**src/rtl/imem_access_arbiter_if.sv**
```systemverilog
// Bundles the signals between the instruction-ROM arbiter and its neighbours.
// The interface carries three groups of signals:
//   - the CPU fetch handshake: fetch_req, fetch_addr, fetch_rdata, fetch_done
//     and fetch_err;
//   - the APB debug slave port: PSEL, PENABLE, PWRITE, PADDR, PRDATA, PREADY
//     and PSLVERR;
//   - the ROM read port: rom_addr and rom_data.
// The slave modport is the arbiter's view. The master modport is the view of
// the surroundings: the CPU, the APB interconnect and the ROM.
interface imem_access_arbiter_if;
  logic        fetch_req;
  logic [31:0] fetch_addr;
  logic [31:0] fetch_rdata;
  logic        fetch_done;
  logic        fetch_err;
  logic        PSEL;
  logic        PENABLE;
  logic        PWRITE;
  logic [31:0] PADDR;
  logic [31:0] PRDATA;
  logic        PREADY;
  logic        PSLVERR;
  logic [31:0] rom_addr;
  logic [31:0] rom_data;

  modport slave (
    input  fetch_req, fetch_addr, PSEL, PENABLE, PWRITE, PADDR, rom_data,
    output fetch_rdata, fetch_done, fetch_err, PRDATA, PREADY, PSLVERR, rom_addr
  );

  modport master (
    output fetch_req, fetch_addr, PSEL, PENABLE, PWRITE, PADDR, rom_data,
    input  fetch_rdata, fetch_done, fetch_err, PRDATA, PREADY, PSLVERR, rom_addr
  );
endinterface

```
**src/rtl/imem_access_arbiter.sv**
```systemverilog
// Lets the CPU fetch stage and an APB debug port share one single-read-port
// instruction ROM. Only one access is in flight at a time.
// When both sides request at once, the grant goes round-robin: the side that
// was not granted last wins.
// A legal access waits RD_LATENCY cycles for the ROM data and then pulses the
// matching done/ready output for one cycle.
// Illegal accesses skip the ROM and respond with an error on the next cycle.
// An access is illegal if it is an APB write, or if its word index is at or
// beyond ROM_DEPTH.
// Ports:
//   clk   - rising-edge clock.
//   reset - synchronous, active-high reset.
//   bus   - slave modport carrying the fetch, APB and ROM signals.
module imem_access_arbiter #(
  parameter int unsigned ROM_DEPTH  = 256,
  parameter int unsigned RD_LATENCY = 1
) (
  input  logic                  clk,
  input  logic                  reset,
  imem_access_arbiter_if.slave  bus
);

  typedef enum logic [1:0] {IDLE, ACCESS, RESP} state_t;

  state_t      state;
  logic        last_apb;
  logic        grant_apb;
  logic [3:0]  count;

  logic        fetch_rq;
  logic        apb_rq;
  logic        pick_apb;
  logic        illegal;
  logic [31:0] sel_addr;

  // The APB setup phase is not a request. PREADY is masked so that the
  // completing access phase is not taken as a new request.
  always_comb begin
    fetch_rq = bus.fetch_req;
    apb_rq   = bus.PSEL & bus.PENABLE & ~bus.PREADY;
    pick_apb = apb_rq & (~fetch_rq | ~last_apb);
    sel_addr = pick_apb ? bus.PADDR : bus.fetch_addr;
    illegal  = (pick_apb & bus.PWRITE) | ({2'b00, sel_addr[31:2]} >= ROM_DEPTH);
  end

  always_ff @(posedge clk) begin
    if (reset) begin
      state           <= IDLE;
      last_apb        <= 1'b1;
      grant_apb       <= 1'b0;
      count           <= '0;
      bus.rom_addr    <= '0;
      bus.fetch_rdata <= '0;
      bus.fetch_done  <= 1'b0;
      bus.fetch_err   <= 1'b0;
      bus.PRDATA      <= '0;
      bus.PREADY      <= 1'b0;
      bus.PSLVERR     <= 1'b0;
    end else begin
      case (state)
        IDLE: begin
          if (fetch_rq | apb_rq) begin
            grant_apb <= pick_apb;
            last_apb  <= pick_apb;
            if (illegal) begin
              // Error path bypasses the ROM; rom_addr keeps its old value.
              if (pick_apb) begin
                bus.PRDATA  <= '0;
                bus.PREADY  <= 1'b1;
                bus.PSLVERR <= 1'b1;
              end else begin
                bus.fetch_rdata <= '0;
                bus.fetch_done  <= 1'b1;
                bus.fetch_err   <= 1'b1;
              end
              state <= RESP;
            end else begin
              bus.rom_addr <= {sel_addr[31:2], 2'b00};
              count        <= 4'(RD_LATENCY - 1);
              state        <= ACCESS;
            end
          end
        end
        ACCESS: begin
          if (count == '0) begin
            if (grant_apb) begin
              bus.PRDATA  <= bus.rom_data;
              bus.PREADY  <= 1'b1;
              bus.PSLVERR <= 1'b0;
            end else begin
              bus.fetch_rdata <= bus.rom_data;
              bus.fetch_done  <= 1'b1;
              bus.fetch_err   <= 1'b0;
            end
            state <= RESP;
          end else begin
            count <= count - 4'd1;
          end
        end
        RESP: begin
          bus.fetch_done <= 1'b0;
          bus.fetch_err  <= 1'b0;
          bus.PREADY     <= 1'b0;
          bus.PSLVERR    <= 1'b0;
          state          <= IDLE;
        end
        default: state <= IDLE;
      endcase
    end
  end

endmodule

```
**src/flat_wrapper.sv**
```systemverilog
// flat-port wrapper written by rule: the top's interface ports become plain ports
module imem_access_arbiter_flat 
#(
  parameter int unsigned ROM_DEPTH  = 256,
  parameter int unsigned RD_LATENCY = 1
)
  (clk, reset, bus_fetch_req, bus_fetch_addr, bus_PSEL, bus_PENABLE, bus_PWRITE, bus_PADDR, bus_rom_data, bus_fetch_rdata, bus_fetch_done, bus_fetch_err, bus_PRDATA, bus_PREADY, bus_PSLVERR, bus_rom_addr);
  imem_access_arbiter_if bus_i ();
  input  logic clk;
  input  logic reset;
  input wire logic [$bits(bus_i.fetch_req)-1:0] bus_fetch_req;
  input wire logic [$bits(bus_i.fetch_addr)-1:0] bus_fetch_addr;
  input wire logic [$bits(bus_i.PSEL)-1:0] bus_PSEL;
  input wire logic [$bits(bus_i.PENABLE)-1:0] bus_PENABLE;
  input wire logic [$bits(bus_i.PWRITE)-1:0] bus_PWRITE;
  input wire logic [$bits(bus_i.PADDR)-1:0] bus_PADDR;
  input wire logic [$bits(bus_i.rom_data)-1:0] bus_rom_data;
  output wire logic [$bits(bus_i.fetch_rdata)-1:0] bus_fetch_rdata;
  output wire logic [$bits(bus_i.fetch_done)-1:0] bus_fetch_done;
  output wire logic [$bits(bus_i.fetch_err)-1:0] bus_fetch_err;
  output wire logic [$bits(bus_i.PRDATA)-1:0] bus_PRDATA;
  output wire logic [$bits(bus_i.PREADY)-1:0] bus_PREADY;
  output wire logic [$bits(bus_i.PSLVERR)-1:0] bus_PSLVERR;
  output wire logic [$bits(bus_i.rom_addr)-1:0] bus_rom_addr;
  assign bus_i.fetch_req = bus_fetch_req;
  assign bus_i.fetch_addr = bus_fetch_addr;
  assign bus_i.PSEL = bus_PSEL;
  assign bus_i.PENABLE = bus_PENABLE;
  assign bus_i.PWRITE = bus_PWRITE;
  assign bus_i.PADDR = bus_PADDR;
  assign bus_i.rom_data = bus_rom_data;
  assign bus_fetch_rdata = bus_i.fetch_rdata;
  assign bus_fetch_done = bus_i.fetch_done;
  assign bus_fetch_err = bus_i.fetch_err;
  assign bus_PRDATA = bus_i.PRDATA;
  assign bus_PREADY = bus_i.PREADY;
  assign bus_PSLVERR = bus_i.PSLVERR;
  assign bus_rom_addr = bus_i.rom_addr;
  imem_access_arbiter #(.ROM_DEPTH(ROM_DEPTH), .RD_LATENCY(RD_LATENCY)) u_core (.clk(clk), .reset(reset), .bus(bus_i));
endmodule
```
**config.mk**
```make
export PLATFORM = sky130hd
export DESIGN_NAME = imem_access_arbiter_flat
export DESIGN_NICKNAME = d
export VERILOG_FILES = /design/src/rtl/imem_access_arbiter_if.sv /design/src/rtl/imem_access_arbiter.sv /design/src/flat_wrapper.sv
export SDC_FILE = /design/constraint.sdc
export NUM_CORES = 1
export LEC_CHECK = 0
export BUFFER_PORTS_ARGS = -buffer_cell sky130_fd_sc_hd__buf_4
export CAP_MARGIN = 5
export CORE_UTILIZATION = 42
export CTS_CLUSTER_SIZE = 30
export DETAILED_ROUTE_END_ITERATION = 10
export GPL_TIMING_DRIVEN = 0
export PLACE_DENSITY = 0.84
export SLEW_MARGIN = 25
export SYNTH_ARGS = -nofsm -noshare
export SYNTH_HDL_FRONTEND = slang
export SYNTH_SLANG_ARGS = --single-unit
```
**constraint.sdc**
```tcl
create_clock -name clk -period 2.1 [get_ports clk]
set_input_delay 0.105 -clock clk [delete_from_list [all_inputs] [get_ports clk]]
set_output_delay 0.105 -clock clk [all_outputs]
set_load 0.03 [all_outputs]
```
==> run metrics, run 1 <==
status complete, no violations; diode count 0; CTS root buf clkbuf_8; largest cells by area after synthesis dfxtp_1, mux2i_1, and2_1; Worst Hold Class input pin to register; sequential area share after synthesis 0.499; post-route DRC violation count 0; number of global-route vias before repair 3891; Yosys top cell area share 0.499; number of synthesized flops with an enable pin 0; Die H 103 um; WL per Instance 15.3 um; post-layout total power 3990 uW; Fmax 487 MHz; worst-path maximum fanout 10; GP Congestion 0.806; crit path DAT 2.30 ns; kind of end point of the critical path register; via count 3980; final hold vios 0; most used flip-flop cell after synthesis dfxtp_1; 1st-iter DRT viols 104; Hold Path Origin bus_fetch_addr[6]; normalized max-slew margin 0.605; largest net degree at the start of global routing 20; startpoint types register; multi-input logic area 2080 um^2; post-synthesis cell type count 42; die extent in x 103 um; layout cell share with drive strength beyond 1 0.404; CTS tree done; Tightest Pin Transition 0.593 ns; Boundary Pins about 200; Slowest cell on crit path dfxtp_4; dpl cells approximately 770; Max Cap Viol 0; first-pass GRT wire length 18700 um; via/cell ratio slightly below 5; largest area contributor in the netlist dfxtp_1; Layout Cells excl Fill 814; Final Core Density 0.674; Synth Instances 439; Port Buffers 195; period utilization 0.977; P_int 2890 uW; core area between 9000 and 10000 um^2; Worst-path clk slew between 0.1 and 0.15 ns; hold_ws between 0.015 and 0.02 ns; Warnings, synthesis 0; Sw Share 0.276; number of CTS-inserted buffers 9; Die ar. between 10000 and 15000 um^2; critical path, cell by cell and3b_4, nand2_1, buf_4, a22o_4, nor3_4, buf_12, clkbuf_16, mux2i_1, nor2_1; Synth-to-Final Area Change 54.9%; Mapped Area ~4300 um^2; dpl hpwl 8730 um; CP Launch Point u_core.bus.PREADY; CP Class register to register; grt ovf 0; CP max stage delay 0.36 ns; Final Cell Area 6590 um^2; NetSw 1100 uW; maximum vdd ir drop 446 uV; Clock Skews 0.00608 ns; gr usage total 0.230; Pre-Repair DR Iteration Count 4; CTS sink cnt 106; fillers 745; setup violators final 0; initial antenna violation count 0; cell row count 36; syn avg cell area 9.68 um^2; clock share of power 0.304; combinational power share 0.186; CP required 2.34 ns; Slew Viols, Final 0; pwr dens 607 nW/um^2; htree depth 3; RR Startpoint u_core.bus.PREADY; latest clock arrival within the worst-skew pair roughly 0.37 ns; static leakage between 0.003 and 0.004 uW; initial core utilization 0.435; Async S/R FF share, synth 0; Clock Path Buffers 2; nets between 700 and 800; Post-DP Area between 5000 and 6000 um^2; DRT antenna net count 0; FF+latch count, synth 106; flip-flop and latch area 2130 um^2; fin crit period 2.05 ns; drt total wl 12400 um; Flop pwr share 0.510
## stage by stage
| step | TNS (ns) | setup WS [ns] |
|---|---|---|
| floorplan | 0 | 0.00758 |
| detailed placement | -31.28 | -0.517 |
| global route | -1.45 | -0.0720 |
| finish | 0 | 0.0474 |
| global placement | -24.88 | -0.427 |
| CTS | -0.0201 | -0.0156 |
## per-layer routing
metal / wire (um) / share of wire / up-vias / global-route usage
li1: - / - / 1951 / -
met1: 5260 / 0.42 / 1863 / 0.283
met2: 6100 / 0.49 / 140 / 0.386
met3: 805 / 0.065 / 26 / 0.0556
met4: 275 / 0.022 / 0 / 0.0901
met5: 0 / 0 / - / 0
## synth_stat cells (2+ instances only)
library cell  number
a211oi_1           5
a211oi_2           2
a21oi_1            4
a22oi_1            2
a311oi_1           8
and2_1            55
buf_2              5
buf_4              5
clkbuf_1          16
dfxtp_1          106
ha_1               6
inv_1              7
mux2i_1           64
nand2_1           26
nand4_1            2
nor2_1            80
nor3_1             5
nor4_1            10
o21a_1             2
o21ai_1            5
or3_1              2
or3_4              2
## final cells by class
cell class,count,share of cell area
tap,133,0.0253
timing repair buffer,226,0.272
buffer,26,0.0317
clock inverter,7,0.00950
inverter,7,0.00399
sequential,106,0.324
clock buffer,9,0.0188
multi-input combinational,300,0.316
## registers in the layout (all words and copies together) (netlist names), 2 cells and up
name	cells
u_core.count	4
u_core.state	2
u_core.bus.PRDATA	32
u_core.bus.fetch_rdata	32
u_core.bus.rom_addr	30
## cell families after synthesis
group,synth area share
other,0.000882
AOI/OAI and AO/OA,0.0695
buffers and inverters,0.0377
and+or+nand+nor,0.225
DFF,0.499
adders and majority gates,0.0177
muxes,0.151
## cell usage in the layout, fill, tap and decap left out, types with 4 or more instances in the layout
cell type      instances
nor3_1                 4
dfxtp_1              103
buf_8                  4
clkbuf_1              11
clkbuf_8               9
nand2_1               26
buf_12                 4
ha_1                   4
o21ai_1                4
a21oi_1                4
clkinv_4               4
a211oi_1               5
nor2_1                80
nor4_1                10
and2_1                55
mux2i_1               63
inv_1                  4
a311oi_1               8
or3_4                  4
buf_4                215
dlygate4sd3_1          9
## worst max-delay path, delay by kind of cell, from the launching register on
| family | cells | cell delay (ns) |
|---|---|---|
| AOI/OAI and AO/OA | 1 | 0.27 |
| and+or+nand+nor | 4 | 0.59 |
| DFF | 1 | 0.36 |
| buffers and inverters | 3 | 0.52 |
| muxes | 1 | 0.19 |
## final timing paths
| kind | to | slack (ns) | cells after the start |
|---|---|---|---|
| worst max register to register | u_core.bus.PRDATA[7] | 0.05 | 9 |
| worst max-delay path | u_core.bus.PRDATA[7] | 0.05 | 9 |
| worst min register to register | u_core.bus.rom_addr[31] | 0.47 | 1 |
| worst min-delay path | u_core.bus.rom_addr[6] | 0.02 | 3 |
## timing repair
action,4_1_cts,5_1_grt
gates resized for setup,26,30
pin swaps,5,6
endpoints found under the hold margin,5,0
setup endpoints to repair,89,89
hold buffers,9,0
setup buffers,10,9
gates cloned,0,3
## power groups by stage
stage	Clock, uW	Combinational (uW)	Sequential (uW)
final	1220	743	2040
after CTS	1230	638	2040
after global routing	1330	783	2040
after detailed placement	0	535	2080
after floorplan	0	288	2100
after global placement	0	525	2080
Power figures use the tool's default switching activity.
==> run 2, diff against run 1 <==
- BUFFER_PORTS_ARGS: -buffer_cell sky130_fd_sc_hd__buf_4 -> unset
- CORE_UTILIZATION: 42 -> 59
- CTS_BUF_LIST: unset -> sky130_fd_sc_hd__clkbuf_4 sky130_fd_sc_hd__clkbuf_8
- DONT_BUFFER_PORTS: unset -> 1
- PLACE_DENSITY: 0.84 -> 0.86
==> run metrics, run 2 (same netlist as run 1, synthesis figures left out) <==
maximum vdd ir drop 459 uV; Port Buffers 0; RR Startpoint u_core.bus.PREADY; DRT antenna net count 0; CTS tree done; largest net degree at the start of global routing 19; Clock Skews between 0.01 and 0.015 ns; Clock Path Buffers 2; nets ~600; Hold Path Origin bus_rom_data[1]; WL per Instance 17.8 um; fin crit period 2.14 ns; final setup margin -0.0394 ns; Pre-Repair DR Iteration Count 4; drt total wl 10400 um; most frequent cells in the layout dfxtp_1, nor2_1, mux2i_1; RSZ-0062 raised after global routing true; post-place setup slack -0.426 ns; first-pass GRT wire length 15100 um; gr usage total 0.258; latest clock arrival within the worst-skew pair 0.36 ns; grt met3 use 0.0616; final hold vios 0; period utilization 1.02; status complete, but fails checks; Worst Setup EP u_core.count[3]; die extent in x 86.9 um; Worst-path clk slew 0.11 ns; GP Congestion 0.867; kind of end point of the critical path register; CP Launch Point u_core.bus.PREADY; Die H 86.9 um; Worst Hold Class input pin to register; initial antenna violation count 0; static leakage 0.00203 uW; top flop regs u_core.bus.PRDATA (32), u_core.bus.fetch_rdata (32), u_core.bus.rom_addr (30); cell row count 30; htree depth 3; GR Util met2 0.437; commonest non-fill, non-tap cell in the layout dfxtp_1; Max Cap Viol 0; via/cell ratio 5.62; flip-flop and latch area 2130 um^2; Slew Viols, Final 0; grt ovf 0; 1st-iter DRT viols 71; fillers 493; setup violators final 1; number of CTS-inserted buffers 9; Boundary Pins 202; layout cell share with drive strength beyond 1 0.149; startpoint types register; R2R Setup Slk -0.04 ns; CP required approximately 2.3 ns; initial core utilization 0.619; core area 6870 um^2; CP Class register to register; crit path DAT between 2 and 2.5 ns; Die ar. ~7500 um^2; worst-path maximum fanout 5; CTS sink cnt 106; Synth-to-Final Area Change 20.0%; r2r worst-path depth 7; met1 Usage GRT 0.314; Final Core Density 0.743; diode count 0; multi-input logic area 2070 um^2; via count 3300; dpl hpwl 7080 um; number of global-route vias before repair 3211; post-route DRC violation count 0; Tightest Pin Transition 0.538 ns; pwr dens 732 nW/um^2; RR Endpoint u_core.count[3]; Fmax around 470 MHz; failing checks negative setup slack; CTS root buf clkbuf_8; global route hottest layer met2; normalized max-slew margin 0.641
-- run 2: changes by cell type in the layout (fill, tap and decap cells not counted), sizes merged --
cell,previous run,this run
clkbuf,26,27
dlygate4sd3,9,18
inv,9,10
clkinv,5,3
buf,226,27
-- run 2: final cells by class --
class | count | area share
flip-flops and latches | 106 | 0.417
multi-input cells | 300 | 0.405
repair buffers | 38 | 0.0765
plain buffers | 25 | 0.0385
clock buffers | 9 | 0.0243
well taps | 96 | 0.0235
clock inverters | 6 | 0.00957
inverters | 7 | 0.00515
-- run 2: worst min-delay path by stage --
| stage | endpoint | slack, ns | depth (start not counted) |
|---|---|---|---|
| after floorplan | u_core.bus.rom_addr[2] | 0.26 | 2 |
| after global placement | u_core.bus.rom_addr[2] | 0.27 | 2 |
| after detailed placement | u_core.bus.rom_addr[6] | 0.28 | 2 |
| after CTS | u_core.bus.PRDATA[15] | 0.03 | 3 |
| after global routing | u_core.bus.fetch_rdata[6] | 0.04 | 3 |
| final | u_core.bus.PRDATA[1] | 0.03 | 3 |
-- run 2: through the flow --
stage | hold WS, ns | total power, uW | setup TNS [ns] | cells | instance area (um^2)
floorplan | 0.264 | 2390 | 0 | 440 | 4270
finish | 0.0349 | 3740 | -0.0394 | 587 | 5100
global placement | 0.273 | 2450 | -24.42 | 536 | 4390
detailed placement | 0.276 | 2460 | -26.59 | 536 | 4390
CTS | 0.0290 | 3660 | -0.0145 | 578 | 4910
global route | 0.0389 | 3860 | -0.524 | 587 | 5100
-- run 2: power breakdown --
group	internal, uW	total [uW]	switching [uW]
clock network	441	1140	697
registers	2030	2060	34.3
logic	280	538	258
total	2750	3740	989
-- run 2: layer usage --
| layer | part of all wire | routed length, um |
|---|---|---|
| met4 | 0.019 | 201 |
| met2 | 0.49 | 5110 |
| met5 | 0 | 0 |
| met1 | 0.42 | 4360 |
| met3 | 0.073 | 757 |
-- run 2: critical path, stage by stage, from the launching register on --
cell      delay, ns
dfxtp_4        0.42
and3b_4        0.24
and2_4         0.14
or3_4          0.40
and3_4         0.18
buf_4          0.14
o311ai_1       0.37
o21ai_1        0.12
-- run 2: repair_timing --
item / in CTS / in global routing
endpoints found under the setup margin: 89 / 69
pin swaps: 7 / 6
hold buffers: 18 / 0
setup buffers: 10 / 7
hold endpoints to repair: 11 / 0
cloned: 0 / 3
resized for setup: 25 / 21
